==> config.mk <==
export PLATFORM = sky130hd
export DESIGN_NAME = bht_update_queue
export DESIGN_NICKNAME = d
export VERILOG_FILES = /design/src/rtl/ariane_pkg.sv /design/src/rtl/config_pkg.sv /design/src/rtl/bp_upd_fifo.sv /design/src/rtl/bht_update_queue.sv
export SDC_FILE = /design/constraint.sdc
export NUM_CORES = 1
export LEC_CHECK = 0
export ABC_AREA = 1
export CORE_AREA = 2 2 154 156
export CTS_BUF_LIST = sky130_fd_sc_hd__clkbuf_4
export DETAILED_ROUTE_END_ITERATION = 10
export DIE_AREA = 0 0 156 158
export PLACE_DENSITY = 0.78
export SYNTH_ARGS = -nofsm -noshare
export SYNTH_HDL_FRONTEND = slang
export SYNTH_HIERARCHICAL = 1
export SYNTH_SLANG_ARGS = --single-unit
==> constraint.sdc <==
create_clock -name clk_i -period 4.79 [get_ports clk_i]
set_clock_uncertainty 0.1 [all_clocks]
set_input_delay 0.7185 -clock clk_i [delete_from_list [all_inputs] [get_ports clk_i]]
set_output_delay 0.7185 -clock clk_i [all_outputs]
set_load 0.02 [all_outputs]
==> src/rtl/ariane_pkg.sv <==
// ariane_pkg: branch-predictor update entry and default committed-history width.
package ariane_pkg;

    // Entry PC is stored at the widest supported VLEN; narrower cores zero-extend.
    localparam int unsigned BP_PC_W          = 64;
    localparam int unsigned GHR_BITS_DEFAULT = 8;

    typedef struct packed {
        logic [BP_PC_W-1:0] pc;
        logic               taken;
    } bp_upd_entry_t;

endpackage

==> src/rtl/config_pkg.sv <==
// config_pkg: minimal CVA6 configuration record; only VLEN is consumed here.
package config_pkg;

    typedef struct packed {
        int unsigned VLEN;
    } cva6_cfg_t;

    localparam cva6_cfg_t cva6_cfg_empty = '{VLEN: 32'd64};

endpackage

==> src/rtl/bp_upd_fifo.sv <==
// bp_upd_fifo: power-of-two FIFO with wrap-bit pointers; flush and reset empty it.
module bp_upd_fifo #(
    parameter int unsigned DEPTH   = 4,
    parameter type         entry_t = logic
) (
    input  logic   clk_i,
    input  logic   rst_i,
    input  logic   flush_i,
    input  logic   push_i,
    input  logic   pop_i,
    input  entry_t data_i,
    output entry_t data_o,
    output logic   full_o,
    output logic   empty_o
);

    localparam int unsigned AW = $clog2(DEPTH);

    logic [AW:0] wr_ptr_q, wr_ptr_d, rd_ptr_q, rd_ptr_d;
    logic        push_ok, pop_ok;
    entry_t      mem_q [DEPTH];
    entry_t      mem_d [DEPTH];

    assign full_o  = (wr_ptr_q[AW-1:0] == rd_ptr_q[AW-1:0]) && (wr_ptr_q[AW] != rd_ptr_q[AW]);
    assign empty_o = wr_ptr_q == rd_ptr_q;
    assign data_o  = mem_q[rd_ptr_q[AW-1:0]];
    assign push_ok = push_i && !full_o && !flush_i;
    assign pop_ok  = pop_i && !empty_o && !flush_i;

    always_comb begin
        mem_d = mem_q;
        if (push_ok) mem_d[wr_ptr_q[AW-1:0]] = data_i;
        wr_ptr_d = flush_i ? '0 : wr_ptr_q + {{AW{1'b0}}, push_ok};
        rd_ptr_d = flush_i ? '0 : rd_ptr_q + {{AW{1'b0}}, pop_ok};
    end

    // Storage is deliberately left out of reset; only the pointers matter.
    always_ff @(posedge clk_i) begin
        if (rst_i) begin
            wr_ptr_q <= '0;
            rd_ptr_q <= '0;
        end else begin
            wr_ptr_q <= wr_ptr_d;
            rd_ptr_q <= rd_ptr_d;
        end
        mem_q <= mem_d;
    end

endmodule

==> src/rtl/bht_update_queue.sv <==
// bht_update_queue: buffers resolved conditional branches toward the BHT, tracks committed history.
// Define BP_UPDQ_PERF_CNT_EN to build saturating update/mispredict performance counters.
module bht_update_queue
    import ariane_pkg::*;
#(
    parameter config_pkg::cva6_cfg_t CVA6Cfg  = config_pkg::cva6_cfg_empty,
    parameter int unsigned           DEPTH    = 4,
    parameter int unsigned           GHR_BITS = GHR_BITS_DEFAULT
) (
    input  logic                    clk_i,
    input  logic                    rst_i,
    input  logic                    flush_bp_i,
    input  logic                    debug_mode_i,
    input  logic                    res_valid_i,
    output logic                    res_ready_o,
    input  logic [CVA6Cfg.VLEN-1:0] res_pc_i,
    input  logic                    res_cond_i,
    input  logic                    res_taken_i,
    input  logic                    res_pred_taken_i,
    output logic                    upd_valid_o,
    input  logic                    upd_ready_i,
    output logic [CVA6Cfg.VLEN-1:0] upd_pc_o,
    output logic                    upd_taken_o,
    output logic                    mispredict_o,
    output logic [GHR_BITS-1:0]     ghr_o,
    output logic [31:0]             perf_upd_o,
    output logic [31:0]             perf_mis_o
);

    bp_upd_entry_t       res_entry, head;
    logic                full, empty, accept, push, pop;
    logic [GHR_BITS-1:0] ghr_q, ghr_d;
    logic                mis_q, mis_d;

    assign res_ready_o  = !full;
    assign accept       = res_valid_i && res_ready_o;
    assign push         = accept && res_cond_i && !debug_mode_i && !flush_bp_i;
    assign pop          = upd_valid_o && upd_ready_i && !flush_bp_i;
    assign upd_valid_o  = !empty;
    assign upd_pc_o     = head.pc[CVA6Cfg.VLEN-1:0];
    assign upd_taken_o  = head.taken;
    assign mispredict_o = mis_q;
    assign ghr_o        = ghr_q;
    assign res_entry    = '{pc: BP_PC_W'(res_pc_i), taken: res_taken_i};

    bp_upd_fifo #(
        .DEPTH  (DEPTH),
        .entry_t(bp_upd_entry_t)
    ) i_fifo (
        .clk_i  (clk_i),
        .rst_i  (rst_i),
        .flush_i(flush_bp_i),
        .push_i (push),
        .pop_i  (pop),
        .data_i (res_entry),
        .data_o (head),
        .full_o (full),
        .empty_o(empty)
    );

    // Mispredicts are flagged at acceptance, so debug-mode drops still report them.
    always_comb begin
        ghr_d = flush_bp_i ? '0 : pop ? {ghr_q[GHR_BITS-2:0], head.taken} : ghr_q;
        mis_d = accept && res_cond_i && (res_taken_i != res_pred_taken_i) && !flush_bp_i;
    end

    always_ff @(posedge clk_i) begin
        if (rst_i) begin
            ghr_q <= '0;
            mis_q <= 1'b0;
        end else begin
            ghr_q <= ghr_d;
            mis_q <= mis_d;
        end
    end

`ifdef BP_UPDQ_PERF_CNT_EN
    logic [31:0] perf_upd_q, perf_upd_d, perf_mis_q, perf_mis_d;

    always_comb begin
        perf_upd_d = (pop && !(&perf_upd_q)) ? perf_upd_q + 32'd1 : perf_upd_q;
        perf_mis_d = (mis_q && !(&perf_mis_q)) ? perf_mis_q + 32'd1 : perf_mis_q;
    end

    always_ff @(posedge clk_i) begin
        if (rst_i) begin
            perf_upd_q <= '0;
            perf_mis_q <= '0;
        end else begin
            perf_upd_q <= perf_upd_d;
            perf_mis_q <= perf_mis_d;
        end
    end

    assign perf_upd_o = perf_upd_q;
    assign perf_mis_o = perf_mis_q;
`else
    assign perf_upd_o = '0;
    assign perf_mis_o = '0;
`endif

endmodule

After elaboration in Yosys (flattened, before gate mapping). Index checks and enable logic that the tools add are counted.

Add/subtract/negate cells: 2. Magnitude comparators: 3. Equal/unequal tests: 4. Muxes and demuxes: 6. Bitwise gates (word level): 2. Reductions and logical operators: 19.

Operators with widths (number): bitwise mux 260 bit (1); two-way mux 65 bit (3); binary-select mux 65 bit (select 2 bit) (1); demux 65 bit (select 2 bit) (1); logical AND 1 bit (14); adder 3 x 1 -> 3 bit (2); >= comparator 3 bit (second input constant) (2); NOT 2 -> 3 bit (2); logical NOT 1 bit (4); == test 3 bit (1); < comparator 3 x 1 -> 1 bit (second input constant) (1); == test 2 bit (1); != test 1 bit (2); OR reduction 2 bit (1).

Flip-flop bits (word level): 275. Input bits: 73. Output and inout port bits: 140. Word-level logic and storage cells: 48.

Depth between registers and ports, before layout. Gate-level depths: netlist of run 1.

Word-level depth: 10. Depth in mapped cells: 17. Gate-level depth less buffers: 16.

Hierarchy. Netlist of run 1, hierarchy kept.

Modules (own cells, without submodules): bp_upd_fifo (times used 1, cells an instance 688, area an instance 10166.0 µm², sequential area each 7927.6 µm²); bht_update_queue (times used 1, cells an instance 129, area an instance 898.4 µm², sequential area each 180.2 µm²).

Least setup slack after synthesis of run 1. No wires, ideal clock.

Kind: reg-to-reg. From: reg i_fifo.rd_ptr_q[0]. To: reg i_fifo/mem_q[0] in the netlist's numbering, enable pin. Library setup time: 0.488 ns. Arrival: 4.126 ns. Required time: 4.202 ns. Setup slack: 0.075 ns. Stages on the path, launching flop included: 14. Path buffers: 1. Clock period less this slack: 4.715 ns. Cell sequence: dfxtp_1 buf_6 inv_4 nand2_1 nand2_1 nand3_1 inv_1 inv_2 nand3_1 nor3_1 inv_1 nor2_1 nand2_1 nor2_1.

Word-level cells in the longest chain between the ends: 9.

Ends and longest elaborated chain: start, declared (RTL line bp_upd_fifo.sv:19) `logic [AW:0] wr_ptr_q, wr_ptr_d, rd_ptr_q, rd_ptr_d;`; start signal, assigned (RTL line bp_upd_fifo.sv:44) `rd_ptr_q <= rd_ptr_d;`; == test 2 bit (RTL line bp_upd_fifo.sv:24) `assign full_o = (wr_ptr_q[AW-1:0] == rd_ptr_q[AW-1:0]) && (wr_ptr_q[AW] != rd_ptr_q[AW]);`; logical AND 1 bit (RTL line bp_upd_fifo.sv:24); via full (RTL line bht_update_queue.sv:31) `logic full, empty, accept, push, pop;`; logical NOT 1 bit (RTL line bht_update_queue.sv:35) `assign res_ready_o = !full;`; via res_ready_o (RTL line bht_update_queue.sv:15) `output logic res_ready_o,`; logical AND 1 bit (RTL line bht_update_queue.sv:36) `assign accept = res_valid_i && res_ready_o;`; logical AND 1 bit (3 in a row) (RTL line bht_update_queue.sv:37) `assign push = accept && res_cond_i && !debug_mode_i && !flush_bp_i;`; via push (RTL line bht_update_queue.sv:31); logical AND 1 bit (2 in a row) (RTL line bp_upd_fifo.sv:27) `assign push_ok = push_i && !full_o && !flush_i;`; end signal, assigned (RTL line bp_upd_fifo.sv:46) `mem_q <= mem_d;`; end, declared (RTL line bp_upd_fifo.sv:21) `entry_t mem_q [DEPTH];`.

The timed path passes the listed nets, and every way through them passes these cells. A chain may end at the register's enable or synchronous reset.

Final worst setup path of run 1.
From: reg i_fifo.rd_ptr_q[0]. To: out upd_pc_o[59].

Word-level cells in the longest chain between the ends: 4.

Ends and longest elaborated chain: NOT 2 -> 3 bit (not written as such) (RTL line bp_upd_fifo.sv:26) `assign data_o = mem_q[rd_ptr_q[AW-1:0]];`; binary-select mux 65 bit (select 2 bit) (RTL line bp_upd_fifo.sv:26); two-way mux 65 bit (not written as such) (2 in a row) (RTL line bp_upd_fifo.sv:26); end, declared (RTL line bht_update_queue.sv:22) `output logic [CVA6Cfg.VLEN-1:0] upd_pc_o,`.

No other way between the ends. The select of a mux whose other input is x is not followed.

==> impl_metrics.prom, run 1 <==
# TYPE chip_impl_metric gauge
chip_impl_info{name="status",value="completed"} 1
chip_impl_info{name="crit-reg2reg-capture",value="i_fifo/mem_q[50]$_DFFE_PP_"} 1
chip_impl_metric{name="postCtsResizedCells",unit=""} 0
chip_impl_metric{name="die_w",unit="um"} 156
chip_impl_metric{name="slew_violations",unit=""} 0
chip_impl_info{name="ys_top_cells_by_area",value="edfxtp_1 71%, nor2_1 5.0%, buf_4 4.4%"} 1
chip_impl_metric{name="grt_antenna_before_repair",unit=""} 2
chip_impl_info{name="hold_path_startpoint",value="ghr_o[0]$_SDFFE_PP0P_"} 1
chip_impl_metric{name="detail_route.drc_violations",unit=""} 0
chip_impl_metric{name="drv.max_cap_violation_count",unit=""} 0
chip_impl_metric{name="r2r_slack",unit="ns"} 1.25
chip_impl_metric{name="cts-buffers-inserted",unit=""} 71
chip_impl_metric{name="report.final.hold_viol_count",unit=""} 0
chip_impl_info{name="class_of_the_tightest_hold_or_removal_check",value="reg -> reg"} 1
chip_impl_metric{name="via_count",unit=""} 6923
chip_impl_metric{name="ff2ff_path_depth",unit=""} 13
chip_impl_metric{name="yosys.cell_types.count",unit=""} 27
chip_impl_info{name="crit_path_start_kind",value="flop"} 1
chip_impl_info{name="timing.setup.critical_path_class",value="reg -> out"} 1
chip_impl_metric{name="post-cts-setup-buffers",unit=""} 0
chip_impl_metric{name="largest_fanout_on_the_critical_path",unit=""} 72
chip_impl_metric{name="ys_warns",unit=""} 6
chip_impl_metric{name="portBuffers",unit=""} 148
chip_impl_metric{name="final_core_density",unit=""} 0.5819
chip_impl_metric{name="min_path_cells",unit=""} 2
chip_impl_metric{name="io-pin-count",unit=""} 213
chip_impl_metric{name="drive_gt1_frac",unit=""} 0.1549
chip_impl_metric{name="final.min_clock_period",unit="ns"} 4.290
chip_impl_metric{name="clkSlewWorstSetupHoldPaths",unit="ns"} 0.07
chip_impl_metric{name="power.total",unit="mW"} 4.740
chip_impl_metric{name="grt.overflow.total",unit=""} 0
chip_impl_info{name="endpoint_kind",value="primary output"} 1
chip_impl_metric{name="grt_first_pass_wirelength",unit="mm"} 34.62
chip_impl_metric{name="die-area",unit="mm2"} 0.02465
chip_impl_metric{name="dpl.cell_count",unit=""} 1220
chip_impl_metric{name="via_count_of_the_first_global_routing_pass",unit=""} 6790
chip_impl_metric{name="nNetsFinal",unit=""} 1080
chip_impl_metric{name="cts_hold_buffers",unit=""} 0
chip_impl_metric{name="crit_arrival",unit="ns"} 3.47
chip_impl_metric{name="post_synth_instance_area",unit="mm2"} 0.01106
chip_impl_metric{name="cts-root-to-sink-buffers",unit=""} 3
chip_impl_metric{name="die-height",unit="um"} 158
chip_impl_metric{name="fmax",unit="GHz"} 0.2331
chip_impl_metric{name="synth_cells",unit=""} 817
chip_impl_metric{name="cts-htree-levels",unit=""} 3
chip_impl_metric{name="tcrit_tclk_final",unit=""} 0.8957
chip_impl_metric{name="timing_worst_slew_pin_value",unit="ns"} 0.7938
chip_impl_metric{name="power_leakage",unit="nW"} 4.719
chip_impl_metric{name="floorplan.rows",unit=""} 56
chip_impl_metric{name="final_cells",unit=""} 1344
chip_impl_metric{name="drt_wl_total",unit="mm"} 23.01
chip_impl_metric{name="grt_max_degree",unit=""} 73
chip_impl_metric{name="drtAntennaViolNets",unit=""} 0
chip_impl_metric{name="final-setup-viol-count",unit=""} 0
chip_impl_metric{name="final.fill_count",unit=""} 1798
chip_impl_metric{name="clock_sinks",unit=""} 275
chip_impl_metric{name="grt_usage",unit=""} 0.1845
chip_impl_metric{name="area_of_the_placeable_core",unit="mm2"} 0.02305
chip_impl_metric{name="max-slew-margin-rel",unit=""} 0.4708
chip_impl_metric{name="required",unit="ns"} 3.97
chip_impl_metric{name="synthesis_to_layout_area_growth",unit="%"} 21.24
chip_impl_metric{name="initial_core_util",unit=""} 0.4800
chip_impl_info{name="synth_top_cell_by_area",value="edfxtp_1"} 1
chip_impl_metric{name="vias_per_cell",unit=""} 5.151
chip_impl_metric{name="detail_route.first_pass.iterations",unit=""} 5
chip_impl_metric{name="synth-seq-area-share",unit=""} 0.7328
chip_impl_metric{name="place_hpwl",unit="mm"} 12.85
chip_impl_metric{name="ir_worst_vdd",unit="mV"} 0.2538
chip_impl_info{name="root_driver",value="clkbuf_4"} 1
chip_impl_metric{name="synthDominantCellAreaShare",unit=""} 0.7056
chip_impl_metric{name="gpl.final_weighted_congestion",unit=""} 0.7244
chip_impl_metric{name="drt-initial-drc-count",unit=""} 477
chip_impl_info{name="setup_repair_after_global_routing_missed_its_margin",value="no"} 1
chip_impl_metric{name="insertion_delay",unit="ns"} 0.66
chip_impl_metric{name="wl_per_cell",unit="um"} 17.12
chip_impl_metric{name="synth-seq-cells",unit=""} 275
chip_impl_info{name="r2r_start",value="i_fifo/rd_ptr_q[0]$_SDFF_PP0_"} 1
chip_impl_info{name="hold-path-endpoint",value="ghr_o[1]$_SDFFE_PP0P_"} 1
chip_impl_metric{name="power_density",unit="mW/mm2"} 353.3
chip_impl_metric{name="timing.setup.tns",unit="ns"} 0
chip_impl_metric{name="syn-mean-instance-area",unit="um2"} 13.54
chip_impl_info{name="tritoncts",value="done"} 1
==> per-layer routing <==
metal / track usage / wire, um / vias up
li1: - / - / 3249
met1: 0.2137 / 9165 / 3313
met2: 0.3220 / 11690 / 323
met3: 0.04982 / 1724 / 38
met4: 0.08432 / 427 / 0
met5: 0 / 0 / -
==> cell families (layout without fill, tap and decap cells) <==
| group | after synthesis | in the layout | share of synthesized area |
|---|---|---|---|
| buffers and inverters | 136 | 308 | 0.07916 |
| adder cells (fa/ha/maj) | 4 | 4 | 0.004524 |
| AO/OA/AOI/OAI | 198 | 198 | 0.1043 |
| AND/OR/NAND/NOR | 203 | 203 | 0.07893 |
| flip-flops | 275 | 275 | 0.7328 |
| other | 1 | 66 | 0.0003389 |
==> sequential cells by signal, summed over array words and instances, names as in the netlist <==
name	cells
i_fifo/mem_q	260
i_fifo/rd_ptr_q	3
mispredict_o	1
ghr_o	8
i_fifo/wr_ptr_q	3
==> synthesized netlist by cell type (all sizes together) <==
master	instances
a21oi	2
buf	86
clkbuf	21
conb	1
dfxtp	15
edfxtp	260
ha	4
inv	29
nand2	36
nand3	4
nor2	159
nor3	1
o21ai	131
o22ai	65
or2	3
==> how the worst max path moves through the flow <==
stage | from | to | slack [ns]
after CTS | i_fifo/rd_ptr_q[0]$_SDFF_PP0_ | upd_pc_o[59] | 0.43
after global routing | i_fifo/rd_ptr_q[0]$_SDFF_PP0_ | upd_pc_o[59] | 0.31
after detailed placement | i_fifo/rd_ptr_q[0]$_SDFF_PP0_ | upd_pc_o[59] | 1.15
after floorplan | i_fifo/rd_ptr_q[0]$_SDFF_PP0_ | i_fifo/mem_q[0]$_DFFE_PP_ | 0.08
after global placement | i_fifo/rd_ptr_q[0]$_SDFF_PP0_ | upd_pc_o[24] | 1.24
final | i_fifo/rd_ptr_q[0]$_SDFF_PP0_ | upd_pc_o[59] | 0.50
==> cell usage in the layout (no fill, tap or decap), drive strengths merged <==
master / n
diode: 2
o22ai: 65
clkdlybuf4s50: 148
clkinv: 15
bufinv: 1
nand2: 36
nand3: 4
a21oi: 2
o21ai: 131
buf: 9
ha: 4
nor3: 1
nor2: 159
or2: 3
conb: 64
inv: 32
edfxtp: 260
dfxtp: 15
clkinvlp: 2
clkbuf: 101
==> metrics by stage <==
step | hold WS [ns] | setup WS [ns] | cell area, um2
finish | 0.3954 | 0.4996 | 13410
floorplan | 0.4022 | 0.07525 | 11300
detailed placement | 0.3999 | 1.149 | 12530
global placement | 0.3831 | 1.236 | 12530
CTS | 0.4043 | 0.4282 | 13410
global route | 0.4293 | 0.3064 | 13410
==> cell type report <==
cell class,instances,area [um2],area share
timing repair buffer,157,1599,0.1192
clock inverter,21,117.6,0.008768
multi-input combinational,469,2347,0.1750
tap,290,362.8,0.02705
antenna,2,5.005,0.0003731
clock buffer,101,758.2,0.05652
sequential,275,8113,0.6048
inverter,29,111.4,0.008301
==> power breakdown <==
part	total, mW	leakage (nW)	internal [mW]	switching [mW]
logic	0.168	1.73	0.0673	0.101
clock network	1.94	0.525	1.03	0.910
registers	2.63	2.46	2.63	0.00160
total	4.74	4.72	3.73	1.01
==> worst max-delay path, stage by stage (launching register included) <==
cell and delay, ns:
dfxtp_4 0.56, inv_4 0.68, buf_4 0.47, o21ai_0 0.16, o22ai_1 0.27, clkdlybuf4s50_1 0.66
Note: power is estimated with default switching activity, not from simulation.
==> run 2, diff against run 1 <==
- ABC_AREA: 1 -> not set
- CORE_AREA: 2 2 154 156 -> 2 2 152 154
- DIE_AREA: 0 0 156 158 -> 0 0 154 156
- SLEW_MARGIN: not set -> 15
==> impl_metrics.prom, run 2 <==
# TYPE chip_impl_metric gauge
chip_impl_info{name="critical_path.endpoint",value="upd_valid_o"} 1
chip_impl_metric{name="report.final.hold_viol_count",unit=""} 0
chip_impl_info{name="top_register",value="i_fifo/mem_q"} 1
chip_impl_metric{name="place_hpwl",unit="mm"} 12.03
chip_impl_metric{name="syn-mean-instance-area",unit="um2"} 21.73
chip_impl_metric{name="die-height",unit="um"} 156
chip_impl_metric{name="synthDominantCellAreaShare",unit=""} 0.7346
chip_impl_metric{name="via_count_of_the_first_global_routing_pass",unit=""} 5467
chip_impl_metric{name="clock_sinks",unit=""} 275
chip_impl_info{name="mostFrequentLayoutCell",value="edfxtp_1"} 1
chip_impl_metric{name="floorplan.rows",unit=""} 55
chip_impl_info{name="most-common-layout-cells",value="260 x edfxtp_1, 148 x clkdlybuf4s50_1, 95 x clkbuf_4"} 1
chip_impl_metric{name="die_w",unit="um"} 154
chip_impl_metric{name="die-area",unit="mm2"} 0.02402
chip_impl_info{name="synth_top_cell_by_area",value="edfxtp_1"} 1
chip_impl_metric{name="fin_worst_hold_slack",unit="ns"} 0.3786
chip_impl_metric{name="final.min_clock_period",unit="ns"} 3.872
chip_impl_metric{name="setup_ws",unit="ns"} 0.9178
chip_impl_info{name="class_of_the_tightest_hold_or_removal_check",value="reg -> reg"} 1
chip_impl_metric{name="detail_route.first_pass.iterations",unit=""} 4
chip_impl_metric{name="final-setup-viol-count",unit=""} 0
chip_impl_metric{name="grt_max_degree",unit=""} 68
chip_impl_metric{name="crit_arrival",unit="ns"} 3.05
chip_impl_info{name="timing.setup.critical_path_class",value="reg -> out"} 1
chip_impl_metric{name="largest_stage_delay_on_the_critical_path",unit="ns"} 0.75
chip_impl_metric{name="final_core_density",unit=""} 0.5815
chip_impl_metric{name="clkSlewWorstSetupHoldPaths",unit="ns"} 0.07
chip_impl_metric{name="synth_async_sr_flop_share",unit=""} 0
chip_impl_metric{name="r2r_slack",unit="ns"} 1.33
chip_impl_metric{name="insertion_delay",unit="ns"} 0.62
chip_impl_metric{name="grt.overflow.total",unit=""} 0
chip_impl_metric{name="ir_worst_vdd",unit="mV"} 0.2490
chip_impl_info{name="endpoint_kind",value="primary output"} 1
chip_impl_info{name="ys_top_cells_by_area",value="edfxtp_1 73%, mux4_2 14%, buf_4 4.7%"} 1
chip_impl_metric{name="synth-seq-cells",unit=""} 275
chip_impl_metric{name="drt_wl_total",unit="mm"} 19.40
chip_impl_metric{name="drive_gt1_frac",unit=""} 0.2500
chip_impl_info{name="r2r_start",value="i_fifo/wr_ptr_q[1]$_SDFF_PP0_"} 1
chip_impl_metric{name="post-cts-setup-buffers",unit=""} 0
chip_impl_metric{name="area_of_the_placeable_core",unit="mm2"} 0.02237
chip_impl_metric{name="gpl.final_weighted_congestion",unit=""} 0.6819
chip_impl_metric{name="synth_cells",unit=""} 489
chip_impl_metric{name="via_count",unit=""} 5222
chip_impl_metric{name="grt_first_pass_wirelength",unit="mm"} 29.37
chip_impl_metric{name="vias_per_cell",unit=""} 5.115
chip_impl_metric{name="synth-edff-count",unit=""} 260
chip_impl_metric{name="detail_route.drc_violations",unit=""} 0
chip_impl_metric{name="portBuffers",unit=""} 148
chip_impl_metric{name="cts-buffers-inserted",unit=""} 67
chip_impl_info{name="crit_chain",value="buf_4, xor2_1, nor3_1, inv_1, clkdlybuf4s50_1"} 1
chip_impl_info{name="root_driver",value="clkbuf_4"} 1
chip_impl_metric{name="required",unit="ns"} 3.97
chip_impl_metric{name="fmax",unit="GHz"} 0.2583
chip_impl_metric{name="postCtsResizedCells",unit=""} 0
chip_impl_metric{name="wl_per_cell",unit="um"} 19.00
chip_impl_metric{name="postLayoutCellArea",unit="mm2"} 0.01301
chip_impl_metric{name="initial_core_util",unit=""} 0.4752
chip_impl_metric{name="nNetsFinal",unit=""} 775
chip_impl_info{name="setup_repair_after_global_routing_missed_its_margin",value="no"} 1
chip_impl_metric{name="dpl_worst_slack",unit="ns"} 1.302
chip_impl_metric{name="synthesis_to_layout_area_growth",unit="%"} 22.38
chip_impl_metric{name="ff2ff_path_depth",unit=""} 8
chip_impl_metric{name="cts_hold_buffers",unit=""} 0
chip_impl_metric{name="largest_fanout_on_the_critical_path",unit=""} 67
chip_impl_metric{name="timing_worst_slew_pin_value",unit="ns"} 0.9882
chip_impl_metric{name="flip_flop_count_of_the_largest_register_after_layout",unit=""} 260
chip_impl_info{name="crit-reg2reg-capture",value="i_fifo/mem_q[101]$_DFFE_PP_"} 1
chip_impl_info{name="post-synth-top-count-cell",value="edfxtp_1"} 1
chip_impl_metric{name="drv.max_cap_violation_count",unit=""} 0
chip_impl_info{name="critical-path-slowest-cell",value="buf_4"} 1
chip_impl_metric{name="cts-root-to-sink-buffers",unit=""} 3
chip_impl_metric{name="postPlaceCellArea",unit="mm2"} 0.01224
chip_impl_metric{name="yosys.cell_types.count",unit=""} 27
chip_impl_metric{name="antenna-diode-count",unit=""} 0
chip_impl_info{name="synth_common_cells",value="260 x edfxtp_1, 66 x buf_4, 65 x mux4_2"} 1
chip_impl_metric{name="max-slew-margin-rel",unit=""} 0.3365
chip_impl_metric{name="io-pin-count",unit=""} 213
chip_impl_info{name="dominantRegCellSynth",value="edfxtp_1"} 1
chip_impl_info{name="status",value="completed"} 1
chip_impl_metric{name="power_density",unit="mW/mm2"} 348.7
chip_impl_metric{name="synth-seq-area-share",unit=""} 0.7629
chip_impl_metric{name="power_leakage",unit="nW"} 4.258
chip_impl_info{name="tritoncts",value="done"} 1
chip_impl_metric{name="grt_usage",unit=""} 0.1623
chip_impl_info{name="crit_path_start",value="i_fifo/rd_ptr_q[1]$_SDFF_PP0_"} 1
chip_impl_metric{name="ys_warns",unit=""} 6
chip_impl_info{name="crit_path_start_kind",value="flop"} 1
chip_impl_metric{name="grt_antenna_before_repair",unit=""} 1
chip_impl_metric{name="drt-initial-drc-count",unit=""} 253
chip_impl_metric{name="slew_violations",unit=""} 0
chip_impl_metric{name="post_synth_instance_area",unit="mm2"} 0.01063
chip_impl_metric{name="cts-htree-levels",unit=""} 3
chip_impl_metric{name="drtAntennaViolNets",unit=""} 0
chip_impl_metric{name="tcrit_tclk_final",unit=""} 0.8084
[run 2: changes by cell type in the layout (fill, tap and decap cells not counted), moves of 15 or more]
cell / previous run / this run
nand2_1: 35 / 17
o21ai_1: 31 / 0
nor2_4: 15 / 0
inv_1: 22 / 3
mux4_2: 0 / 65
o21ai_0: 95 / 0
nor2_1: 144 / 2
o22ai_1: 55 / 0
[run 2: critical path: cells and delay by family (launching register included)]
| family | cells | cell delay [ns] |
|---|---|---|
| DFF | 1 | 0.35 |
| xor gates and xnor gates | 1 | 0.19 |
| and+or+nand+nor | 1 | 0.49 |
| buffers and inverters | 3 | 1.40 |
[run 2: worst min path at each step]
stage	startpoint	end	slack [ns]	cells after the start
finish	ghr_o[7]$_SDFFE_PP0P_	ghr_o[7]$_SDFFE_PP0P_	0.38	2
global route	ghr_o[4]$_SDFFE_PP0P_	ghr_o[5]$_SDFFE_PP0P_	0.40	2
CTS	ghr_o[2]$_SDFFE_PP0P_	ghr_o[2]$_SDFFE_PP0P_	0.38	2
detailed placement	ghr_o[2]$_SDFFE_PP0P_	ghr_o[2]$_SDFFE_PP0P_	0.37	2
global placement	ghr_o[7]$_SDFFE_PP0P_	ghr_o[7]$_SDFFE_PP0P_	0.34	2
floorplan	i_fifo/wr_ptr_q[2]$_SDFF_PP0_	i_fifo/wr_ptr_q[2]$_SDFF_PP0_	0.43	2
[run 2: final cells by class]
type / instances / area, um2
Fill cell: 1637 / 9359
Timing Repair Buffer: 159 / 1589
Multi-Input combinational cell: 192 / 2167
Sequential cell: 275 / 8115
Clock inverter: 12 / 53.80
Tap cell: 285 / 356.6
Inverter: 3 / 11.26
Clock buffer: 95 / 713.2
[run 2: power by group]
| group | switching (mW) | total, mW | internal, mW |
|---|---|---|---|
| clock | 0.830 | 1.74 | 0.906 |
| combinational | 0.0964 | 0.165 | 0.0686 |
| sequential | 0.00160 | 2.63 | 2.63 |
| total | 0.928 | 4.54 | 3.61 |
[run 2: cells by family (layout without fill, tap and decap cells)]
family | Yosys count | in the layout | synth area share
AOI/OAI and AO/OA | 14 | 14 | 0.008595
xor gates and xnor gates | 8 | 8 | 0.006593
adders and majority gates | 4 | 4 | 0.004709
buffers and inverters | 85 | 269 | 0.06204
DFF | 275 | 275 | 0.7629
muxes | 65 | 65 | 0.1377
other | 1 | 64 | 0.0003529
and+or+nand+nor | 37 | 37 | 0.01707
[run 2: stage by stage]
stage          TNS (ns)  instances  total power, mW
4_1_cts               0       1021            4.597
3_3_place_gp          0        914            2.844
6_report              0       1021            4.535
3_5_place_dp          0        914            2.850
2_1_floorplan    -61.72        552            2.794
5_1_grt               0       1021            4.721
[run 2: per-layer routing]
metal,global-route usage,wire (um),vias to the layer above
met5,0,0,-
met4,0.05919,284,0
met3,0.06750,1787,29
met2,0.2763,10120,256
met1,0.1850,7206,2632
li1,-,-,2305
